## src/rtl/ddr_fetch_arbiter_if.sv

```systemverilog
// Fetch-arbiter bundle: requester side (req/grant/done/err/beat strobes)
// plus the external bus command/read-data channel.
// master = the arbiter, slave = fetch engines + external bus model.
interface ddr_fetch_arbiter_if #(
    parameter int NUM_REQ    = 3,
    parameter int DATA_WIDTH = 128,
    parameter int ADDR_WIDTH = 16,
    parameter int LEN_WIDTH  = 8
) ();
    logic [NUM_REQ-1:0]            req;
    logic [NUM_REQ*ADDR_WIDTH-1:0] req_addr;
    logic [NUM_REQ*LEN_WIDTH-1:0]  req_len;
    logic [NUM_REQ-1:0]            grant;
    logic [NUM_REQ-1:0]            done;
    logic [NUM_REQ-1:0]            err;
    logic [NUM_REQ-1:0]            beat_valid;
    logic [DATA_WIDTH-1:0]         beat_data;
    logic                          bus_cmd_valid;
    logic                          bus_cmd_ready;
    logic [ADDR_WIDTH-1:0]         bus_cmd_addr;
    logic [LEN_WIDTH-1:0]          bus_cmd_len;
    logic                          bus_rd_valid;
    logic [DATA_WIDTH-1:0]         bus_rd_data;
    logic                          busy;

    modport master (
        input  req, req_addr, req_len, bus_cmd_ready, bus_rd_valid, bus_rd_data,
        output grant, done, err, beat_valid, beat_data,
               bus_cmd_valid, bus_cmd_addr, bus_cmd_len, busy
    );

    modport slave (
        output req, req_addr, req_len, bus_cmd_ready, bus_rd_valid, bus_rd_data,
        input  grant, done, err, beat_valid, beat_data,
               bus_cmd_valid, bus_cmd_addr, bus_cmd_len, busy
    );
endinterface

```

## src/rtl/ddr_fetch_arbiter.sv

```systemverilog
// Round-robin arbiter sharing the external read bus among the fetch engines.
// One burst at a time: latch request, issue command, steer beats, pulse done.
// Optional watchdog: define ARB_TIMEOUT_EN to abort stalled bursts with err.
module ddr_fetch_arbiter #(
    parameter int NUM_REQ    = 3,
    parameter int DATA_WIDTH = 128,
    parameter int ADDR_WIDTH = 16,
    parameter int LEN_WIDTH  = 8,
    parameter int TIMEOUT    = 1024
) (
    input  logic              clk,
    input  logic              rst,
    ddr_fetch_arbiter_if.master io
);
    localparam int IW = (NUM_REQ > 1) ? $clog2(NUM_REQ) : 1;

    typedef enum logic [1:0] {IDLE, CMD, XFER, DONE} state_t;

    state_t               state;
    logic [IW-1:0]        rr;      // first index searched next time
    logic [IW-1:0]        owner;   // index of the granted requester
    logic [IW-1:0]        pick;
    logic                 found;
    logic [LEN_WIDTH-1:0] cnt;     // beats received so far in this burst

`ifdef ARB_TIMEOUT_EN
    localparam int WD_W = $clog2(TIMEOUT + 1);
    logic [WD_W-1:0] wd;
`endif

    function automatic logic [IW-1:0] next_idx(input logic [IW-1:0] i);
        return (i == IW'(NUM_REQ - 1)) ? '0 : i + 1'b1;
    endfunction

    // Round-robin pick: first set req bit at or above rr, wrapping.
    always_comb begin
        int idx;
        pick  = '0;
        found = 1'b0;
        idx   = 0;
        for (int k = 0; k < NUM_REQ; k++) begin
            idx = int'(rr) + k;
            if (idx >= NUM_REQ) idx = idx - NUM_REQ;
            if (!found && io.req[IW'(idx)]) begin
                found = 1'b1;
                pick  = IW'(idx);
            end
        end
    end

`ifndef ARB_TIMEOUT_EN
    assign io.err = '0;
`endif

    // Arbitration FSM; all outputs registered. Pulses default low each cycle.
    always_ff @(posedge clk or posedge rst) begin
        if (rst) begin
            state            <= IDLE;
            rr               <= '0;
            owner            <= '0;
            cnt              <= '0;
            io.grant         <= '0;
            io.done          <= '0;
            io.beat_valid    <= '0;
            io.beat_data     <= '0;
            io.bus_cmd_valid <= 1'b0;
            io.bus_cmd_addr  <= '0;
            io.bus_cmd_len   <= '0;
            io.busy          <= 1'b0;
`ifdef ARB_TIMEOUT_EN
            io.err           <= '0;
            wd               <= '0;
`endif
        end else begin
            io.done       <= '0;
            io.beat_valid <= '0;
`ifdef ARB_TIMEOUT_EN
            io.err        <= '0;
`endif
            case (state)
                IDLE: begin
                    if (found) begin
                        state            <= CMD;
                        owner            <= pick;
                        io.grant         <= NUM_REQ'(1) << pick;
                        io.bus_cmd_valid <= 1'b1;
                        io.bus_cmd_addr  <= io.req_addr[pick*ADDR_WIDTH +: ADDR_WIDTH];
                        io.bus_cmd_len   <= io.req_len[pick*LEN_WIDTH +: LEN_WIDTH];
                        io.busy          <= 1'b1;
`ifdef ARB_TIMEOUT_EN
                        wd               <= '0;
`endif
                    end
                end
                CMD: begin
                    if (io.bus_cmd_ready) begin
                        state            <= XFER;
                        io.bus_cmd_valid <= 1'b0;
                        cnt              <= '0;
`ifdef ARB_TIMEOUT_EN
                        wd               <= '0;
                    end else if (wd == WD_W'(TIMEOUT - 1)) begin
                        state            <= IDLE;
                        io.err           <= io.grant;
                        io.grant         <= '0;
                        io.bus_cmd_valid <= 1'b0;
                        io.busy          <= 1'b0;
                        rr               <= next_idx(owner);
                    end else begin
                        wd               <= wd + 1'b1;
`endif
                    end
                end
                XFER: begin
                    if (io.bus_rd_valid) begin
                        io.beat_data  <= io.bus_rd_data[DATA_WIDTH-1:0];
                        io.beat_valid <= io.grant;
`ifdef ARB_TIMEOUT_EN
                        wd            <= '0;
`endif
                        // Compare before increment so len=max never wraps.
                        if (cnt == io.bus_cmd_len) begin
                            state    <= DONE;
                            io.done  <= io.grant;
                            io.grant <= '0;
                        end else begin
                            cnt <= cnt + 1'b1;
                        end
`ifdef ARB_TIMEOUT_EN
                    end else if (wd == WD_W'(TIMEOUT - 1)) begin
                        state    <= IDLE;
                        io.err   <= io.grant;
                        io.grant <= '0;
                        io.busy  <= 1'b0;
                        rr       <= next_idx(owner);
                    end else begin
                        wd <= wd + 1'b1;
`endif
                    end
                end
                DONE: begin
                    state   <= IDLE;
                    io.busy <= 1'b0;
                    rr      <= next_idx(owner);
                end
                default: state <= IDLE;
            endcase
        end
    end
endmodule
```

## src/flat_wrapper.sv

```systemverilog
// flat-port wrapper written by rule: the top's interface ports become plain ports
module ddr_fetch_arbiter_flat 
#(
    parameter int NUM_REQ    = 3,
    parameter int DATA_WIDTH = 128,
    parameter int ADDR_WIDTH = 16,
    parameter int LEN_WIDTH  = 8,
    parameter int TIMEOUT    = 1024
)
  (clk, rst, io_req, io_req_addr, io_req_len, io_bus_cmd_ready, io_bus_rd_valid, io_bus_rd_data, io_grant, io_done, io_err, io_beat_valid, io_beat_data, io_bus_cmd_valid, io_bus_cmd_addr, io_bus_cmd_len, io_busy);
  ddr_fetch_arbiter_if #(.NUM_REQ(NUM_REQ), .DATA_WIDTH(DATA_WIDTH), .ADDR_WIDTH(ADDR_WIDTH), .LEN_WIDTH(LEN_WIDTH)) io_i ();
  input  logic clk;
  input  logic rst;
  input wire logic [$bits(io_i.req)-1:0] io_req;
  input wire logic [$bits(io_i.req_addr)-1:0] io_req_addr;
  input wire logic [$bits(io_i.req_len)-1:0] io_req_len;
  input wire logic [$bits(io_i.bus_cmd_ready)-1:0] io_bus_cmd_ready;
  input wire logic [$bits(io_i.bus_rd_valid)-1:0] io_bus_rd_valid;
  input wire logic [$bits(io_i.bus_rd_data)-1:0] io_bus_rd_data;
  output wire logic [$bits(io_i.grant)-1:0] io_grant;
  output wire logic [$bits(io_i.done)-1:0] io_done;
  output wire logic [$bits(io_i.err)-1:0] io_err;
  output wire logic [$bits(io_i.beat_valid)-1:0] io_beat_valid;
  output wire logic [$bits(io_i.beat_data)-1:0] io_beat_data;
  output wire logic [$bits(io_i.bus_cmd_valid)-1:0] io_bus_cmd_valid;
  output wire logic [$bits(io_i.bus_cmd_addr)-1:0] io_bus_cmd_addr;
  output wire logic [$bits(io_i.bus_cmd_len)-1:0] io_bus_cmd_len;
  output wire logic [$bits(io_i.busy)-1:0] io_busy;
  assign io_i.req = io_req;
  assign io_i.req_addr = io_req_addr;
  assign io_i.req_len = io_req_len;
  assign io_i.bus_cmd_ready = io_bus_cmd_ready;
  assign io_i.bus_rd_valid = io_bus_rd_valid;
  assign io_i.bus_rd_data = io_bus_rd_data;
  assign io_grant = io_i.grant;
  assign io_done = io_i.done;
  assign io_err = io_i.err;
  assign io_beat_valid = io_i.beat_valid;
  assign io_beat_data = io_i.beat_data;
  assign io_bus_cmd_valid = io_i.bus_cmd_valid;
  assign io_bus_cmd_addr = io_i.bus_cmd_addr;
  assign io_bus_cmd_len = io_i.bus_cmd_len;
  assign io_busy = io_i.busy;
  ddr_fetch_arbiter #(.NUM_REQ(NUM_REQ), .DATA_WIDTH(DATA_WIDTH), .ADDR_WIDTH(ADDR_WIDTH), .LEN_WIDTH(LEN_WIDTH), .TIMEOUT(TIMEOUT)) u_core (.clk(clk), .rst(rst), .io(io_i));
endmodule
```

## config.mk

```make
export PLATFORM = sky130hd
export DESIGN_NAME = ddr_fetch_arbiter_flat
export DESIGN_NICKNAME = d
export VERILOG_FILES = /design/src/rtl/ddr_fetch_arbiter_if.sv /design/src/rtl/ddr_fetch_arbiter.sv /design/src/flat_wrapper.sv
export SDC_FILE = /design/constraint.sdc
export NUM_CORES = 1
export LEC_CHECK = 0
export ABC_AREA = 1
export CAP_MARGIN = 40
export CORE_AREA = 3 3 143 145
export DETAILED_ROUTE_END_ITERATION = 7
export DIE_AREA = 0 0 146 148
export GPL_TIMING_DRIVEN = 0
export PLACE_DENSITY_LB_ADDON = 0.3
export SLEW_MARGIN = 10
export SYNTH_ARGS = -nofsm -noshare
export SYNTH_HDL_FRONTEND = slang
export SYNTH_SLANG_ARGS = --single-unit
```

## constraint.sdc

```tcl
create_clock -name clk -period 12.65 [get_ports clk]
set_clock_uncertainty 0.2 [all_clocks]
set_input_delay 2.53 -clock clk [delete_from_list [all_inputs] [get_ports clk]]
set_output_delay 2.53 -clock clk [all_outputs]
set_load 0.01 [all_outputs]
```

# Word level (Yosys, flattened, before mapping)
# Index checks and enable logic that the tools add are counted.
# Widths: inputs -> output; s select.
[classes]
n_eq_ne = 10
n_mux = 41
n_addsub = 7
n_shift = 3
n_reduce_logical = 16
order_cmp = 6
[ops]
columns = ["op", "count"]
rows = [
  ["$shiftx 48x7->16", 1],
  ["$mux 3", 8],
  ["$mux 8", 3],
  ["$shiftx 24x6->8", 1],
  ["$mux 2", 11],
  ["$pmux 8 s2", 1],
  ["$lt 2x4->1 const B", 3],
  ["$reduce_and 4->1", 3],
  ["$mux 1", 11],
  ["$add 8x1->8 const B", 1],
  ["$eq 8x8->1", 1],
  ["$pmux 2 s4", 1],
  ["$reduce_bool 2->1", 4],
  ["$bmux 1 s2", 3],
  ["$eq 2x2->1 const B", 3],
  ["$ge 3x2->1 const B", 2],
  ["$ne 2x2->1 const B", 3],
  ["$pmux 3 s2", 1],
  ["$reduce_and 2->1", 3],
  ["$ne 2x1->1 const B", 2],
  ["$pmux 1 s2", 2],
  ["$sub 2x1->2 const B", 2],
  ["$add 2x1->3 const B", 1],
  ["$add 2x2->3 const B", 1],
  ["9 further kinds", 11],
]
[totals]
reg_bits = 177
input_bits = 207
elab_cells = 95
output_inout_bits = 166

# Longest topological paths before layout
[depth]
ltp_word = 15
depth_mapped = 16
mapped_depth_nobuf = 15

# Worst setup path before layout
# Ideal clock, no wire load.
[synth_timing]
path_kind = "in2reg"
start = "input port io_req[2]"
end = "register u_core.io.bus_cmd_len[3] in the netlist's numbering"
setup_time_ns = 0.116
path_stages = 12
arrival_ns = 3.543
slack_ns = 8.791
path_cell_list = "inv_1 > o21ai_1 > nand2_2 > nand3_4 > nand3_2 > nand2_8 > inv_8 > buf_12 > nand2_2 > nand2_1 > nand2_1 > nand2_1"
[synth_between]
elab_chain_len = 11
word_cells_on_any_way = 21
cone_classes = "shift (1); mux (15); reduce/logical (5)"
[synth_rtl]
columns = ["element", "line", "rtl"]
rows = [
  ["from (decl)", "flat_wrapper.sv:14", "input wire logic [$bits(io_i.req)-1:0] io_req;"],
  ["$bmux 1 s2", "ddr_fetch_arbiter.sv:44", "if (!found && io.req[IW'(idx)]) begin"],
  ["$mux 1 (implied by the code) (2 in a row)", "ddr_fetch_arbiter.sv:44", ""],
  ["$mux 1", "ddr_fetch_arbiter.sv:44", ""],
  ["$logic_not 1->1", "ddr_fetch_arbiter.sv:44", ""],
  ["$logic_and 1x1->1", "ddr_fetch_arbiter.sv:44", ""],
  ["$mux 1", "ddr_fetch_arbiter.sv:44", ""],
  ["$logic_not 1->1", "ddr_fetch_arbiter.sv:44", ""],
  ["$logic_and 1x1->1", "ddr_fetch_arbiter.sv:44", ""],
  ["$mux 2 / $mux 1 (equally long branches)", "ddr_fetch_arbiter.sv:44", ""],
  ["$shiftx 24x6->8 / $reduce_and 2->1 (equally long branches)", "-", ""],
  ["to (signal assigned)", "ddr_fetch_arbiter.sv:88", "io.bus_cmd_len <= io.req_len[pick*LEN_WIDTH +: LEN_WIDTH];"],
  ["to (decl)", "ddr_fetch_arbiter_if.sv:29", "bus_cmd_valid, bus_cmd_addr, bus_cmd_len, busy"],
]
# Several ways; a longest one is shown, not always the timed one. The select of a mux whose other input is x is not followed.
# A chain may end at the register's enable or synchronous reset.

# Worst setup path after layout
[layout_timing]
start = "input port io_bus_rd_valid"
end = "register u_core.io.beat_data[90]"
[layout_between]
elab_chain_len = 1
[layout_rtl]
columns = ["element", "line", "rtl"]
rows = [
  ["from (decl)", "flat_wrapper.sv:18", "input wire logic [$bits(io_i.bus_rd_valid)-1:0] io_bus_rd_valid;"],
  ["$reduce_and 2->1 (no source line)", "-", ""],
  ["to (signal assigned)", "ddr_fetch_arbiter.sv:116", "io.beat_data <= io.bus_rd_data[DATA_WIDTH-1:0];"],
  ["to (decl)", "ddr_fetch_arbiter_if.sv:28", "output grant, done, err, beat_valid, beat_data,"],
]
# No other way between the ends.

==> impl_metrics.tcl <==
set metrics [dict create \
    wire_per_inst_um 15.5 \
    power.leakage_uw 0.00647 \
    grt_use_met1_pct 29.4 \
    drt_wl_total_mm 26.1 \
    die_area_um2 21600 \
    fin_nets 1628 \
    dieWidth_um 146 \
    clock_latency_ns 0.42 \
    use_met3_pct 6.74 \
    grt_max_degree 92 \
    cts.sinks 177 \
    postRouteAntennaNets 0 \
    synthCells 1021 \
    min_period_ns 4.41 \
    cp_max_fo 10 \
    rows 51 \
    synth_fa_ha_area_share_pct 1.38 \
    ys_ff_latch 177 \
    grt_pass1_vias 7756 \
    slew_headroom_pct 57.2 \
    power.share.sequential_pct 30.4 \
    start_util_pct 42.1 \
    stdcell_count 1691 \
    hold_path_class "flip-flop to flip-flop" \
    dp_cells 1658 \
    r2r_end "u_core.io.beat_data[90]" \
    critical_path.max_stage_delay_ns 0.51 \
    place_congestion 0.914 \
    setup-violations-final 0 \
    p_clk_share_pct 16.1 \
    io_buffers 369 \
    finalPower_uw 3180 \
    io_pins 373 \
    ys_types 33 \
    yosysWarnings 0 \
    grt_pass1_wl_mm 41.5 \
    max_freq_mhz 227 \
    drc_errors 0 \
    grt_busiest_layer "met2" \
    post-cts-setup-buffer-count 0 \
    path_clk_slew_ns 0.07 \
    maxCapViolCount 0 \
    cts_made_buffers 17 \
    outcome "complete, no violations" \
    dpl.hpwl_mm 20.3 \
    slew_violations 0 \
    viasPerCell 4.63 \
    drive_above_1_share_pct 7.30 \
    synth-xor-area-share_pct 1.18 \
    postLayoutCoreUtil_pct 66.1 \
    cts_hold_buf 0 \
    synth_top_family_by_area "simple AND/OR/NAND/NOR gates" \
    grt_usage_pct 24.0 \
    finalInstanceArea_um2 12800 \
    cp-end-kind "flip-flop" \
    yosys.area.top_type "dfrtp_1" \
    slowest_stage "clkdlybuf4s50_1" \
    path_class "input pin to flip-flop" \
    multiInputGateArea_um2 3130 \
    synthMuxAreaShare_pct 0 \
    cp-start-kind "input pin" \
    r2r_slack_ns 9.88 \
    fp.dieH_um 148 \
    critPathArrivalTime_ns 4.57 \
    crit_top_cell "nand2_1" \
    synthTopCellsByArea "dfrtp_1, nand2_1, nand3_1" \
    swShare_pct 40.9 \
    rsz0062_at_grt "false" \
    core_um2 19300 \
    p_sw_uw 1300 \
    r2r-start "u_core.state[0]" \
    reg2reg_depth 9 \
    yosys.area_share.simple_pct 34.2 \
    cts_resized 0 \
    post_dp_cell_area_um2 12200 \
    finalSetupTns_ns 0 \
    cp.required_ns 12.80 \
    internal_power_uw 1880 \
    antenna_found_initial 1 \
    grt_use_met2_pct 41.8 \
    cp-startpoint "io_bus_rd_valid" \
    ys_seq_area_share_pct 54.4 \
    fill_cells 1580 \
    dr.first_iter.drc_count 318 \
    path_cells "clkdlybuf4s50_1, nand2_1, inv_2, clkbuf_1, buf_2, nand2_1, nand2_1" \
    dr_total_vias 7830 \
    hold_viol 0 \
    clk_path_buf_depth 2 \
    synth_top_area_share_pct 54.4 \
    seqCellArea_um2 4430 \
    clockRootBuffer "clkbuf_16" \
    p_comb_share_pct 53.6 \
    gr-total-overflow 0 \
    min_period_over_period_pct 34.9 \
    cts_tree "built" \
    drt_first_pass_iters 5 \
    max_slew.worst_pin.slew_ns 0.642 \
    cts.htree.levels 4 \
    synth-compound-area-share_pct 1.47 \
    synth_area_um2 8150 \
    synthToLayoutAreaGrowth_pct 56.9 \
    syn_area_per_cell_um2 7.98 \
    cp-endpoint "u_core.io.beat_data[90]" \
    powerDensity_nw_per_um2 249 \
    peakVddDrop_uv 123 \
]
-- power by group through the flow --
stage | Clock [µW] | Combinational, µW | Sequential, µW
after floorplan | 0 | 827 | 1060
after global placement | 0 | 1690 | 965
after detailed placement | 0 | 1720 | 972
after CTS | 520 | 1720 | 967
after global routing | 548 | 1890 | 995
final | 511 | 1710 | 966
-- per-stage QoR --
step | hold slack (ns) | setup WS (ns)
after floorplan | 0.259 | 5.12
after global routing | 0.299 | 8.03
after CTS | 0.283 | 8.15
final | 0.278 | 8.24
after detailed placement | 0.264 | 7.72
after global placement | 0.261 | 2.68
-- synthesized netlist by cell type (all sizes together) --
cell,instances
o21ai,16
nand3b,2
inv,80
nor2,14
xnor2,8
a21oi,3
conb,1
nor3,4
clkinv,1
dfrtp,177
clkbuf,13
xor2,3
nand4,5
a31oi,1
o211ai,2
nand2,575
ha,9
buf,34
nand3,73
-- registers in the layout, summed over array words and instances (netlist names), 2 cells and up --
| register | cells |
|---|---|
| u_core.owner | 2 |
| u_core.io.bus_cmd_addr | 16 |
| u_core.io.grant | 3 |
| u_core.state | 2 |
| u_core.io.beat_valid | 3 |
| u_core.io.done | 3 |
| u_core.io.beat_data | 128 |
| u_core.rr | 2 |
| u_core.io.bus_cmd_len | 8 |
| u_core.cnt | 8 |
-- critical path, delay by kind of cell --
kind / cells / cell delay (ns)
and+or+nand+nor: 3 / 0.52
buffers and inverters: 4 / 1.51
-- worst min path at each step --
| stage | from | slack (ns) | end | cells after the start |
|---|---|---|---|---|
| floorplan | u_core.owner[1] | 0.26 | u_core.owner[1] | 2 |
| global placement | u_core.io.beat_data[13] | 0.26 | u_core.io.beat_data[13] | 2 |
| detailed placement | u_core.io.beat_data[88] | 0.26 | u_core.io.beat_data[88] | 2 |
| CTS | u_core.io.beat_data[94] | 0.28 | u_core.io.beat_data[94] | 2 |
| global route | u_core.io.beat_data[111] | 0.30 | u_core.io.beat_data[111] | 2 |
| finish | u_core.io.beat_data[92] | 0.28 | u_core.io.beat_data[92] | 2 |
-- kinds of logic after synthesis --
group                      after synthesis
AOI/OAI and AO/OA                       22
adders and majority gates                9
xor gates and xnor gates                11
DFF                                    177
buffers and inverters                  128
and+or+nand+nor                        673
other                                    1
-- routing by layer --
layer	wire length (µm)	part of all wire (%)
met1	10600	40
met3	1980	7.6
met4	472	1.8
met5	0	0
met2	13100	50
-- layout make-up --
cell class                      count  area share, %
Multi-Input combinational cell    718           24.5
Clock inverter                     14           1.09
Antenna cell                        1         0.0196
Inverter                           81           2.51
Clock buffer                       18           3.36
Tap cell                          265           2.59
Timing Repair Buffer              370           29.1
Sequential cell                   177           34.6
Buffer                             47           2.24
-- cell usage in the layout (no fill, tap or decap), types with 6 or more instances in the layout --
cell type	synthesis	final
inv_1	73	72
o21ai_1	8	8
o21ai_0	7	7
xnor2_1	8	8
clkbuf_1	13	14
nand2_1	548	548
inv_2	6	6
buf_2	17	17
ha_1	9	9
clkdlybuf4s50_1	0	369
inv_8	1	7
dfrtp_1	177	177
nand2_2	22	22
nand3_1	69	69
nor2_1	14	14
buf_4	7	7
clkbuf_16	0	17
(Power assumes the default switching activity.)
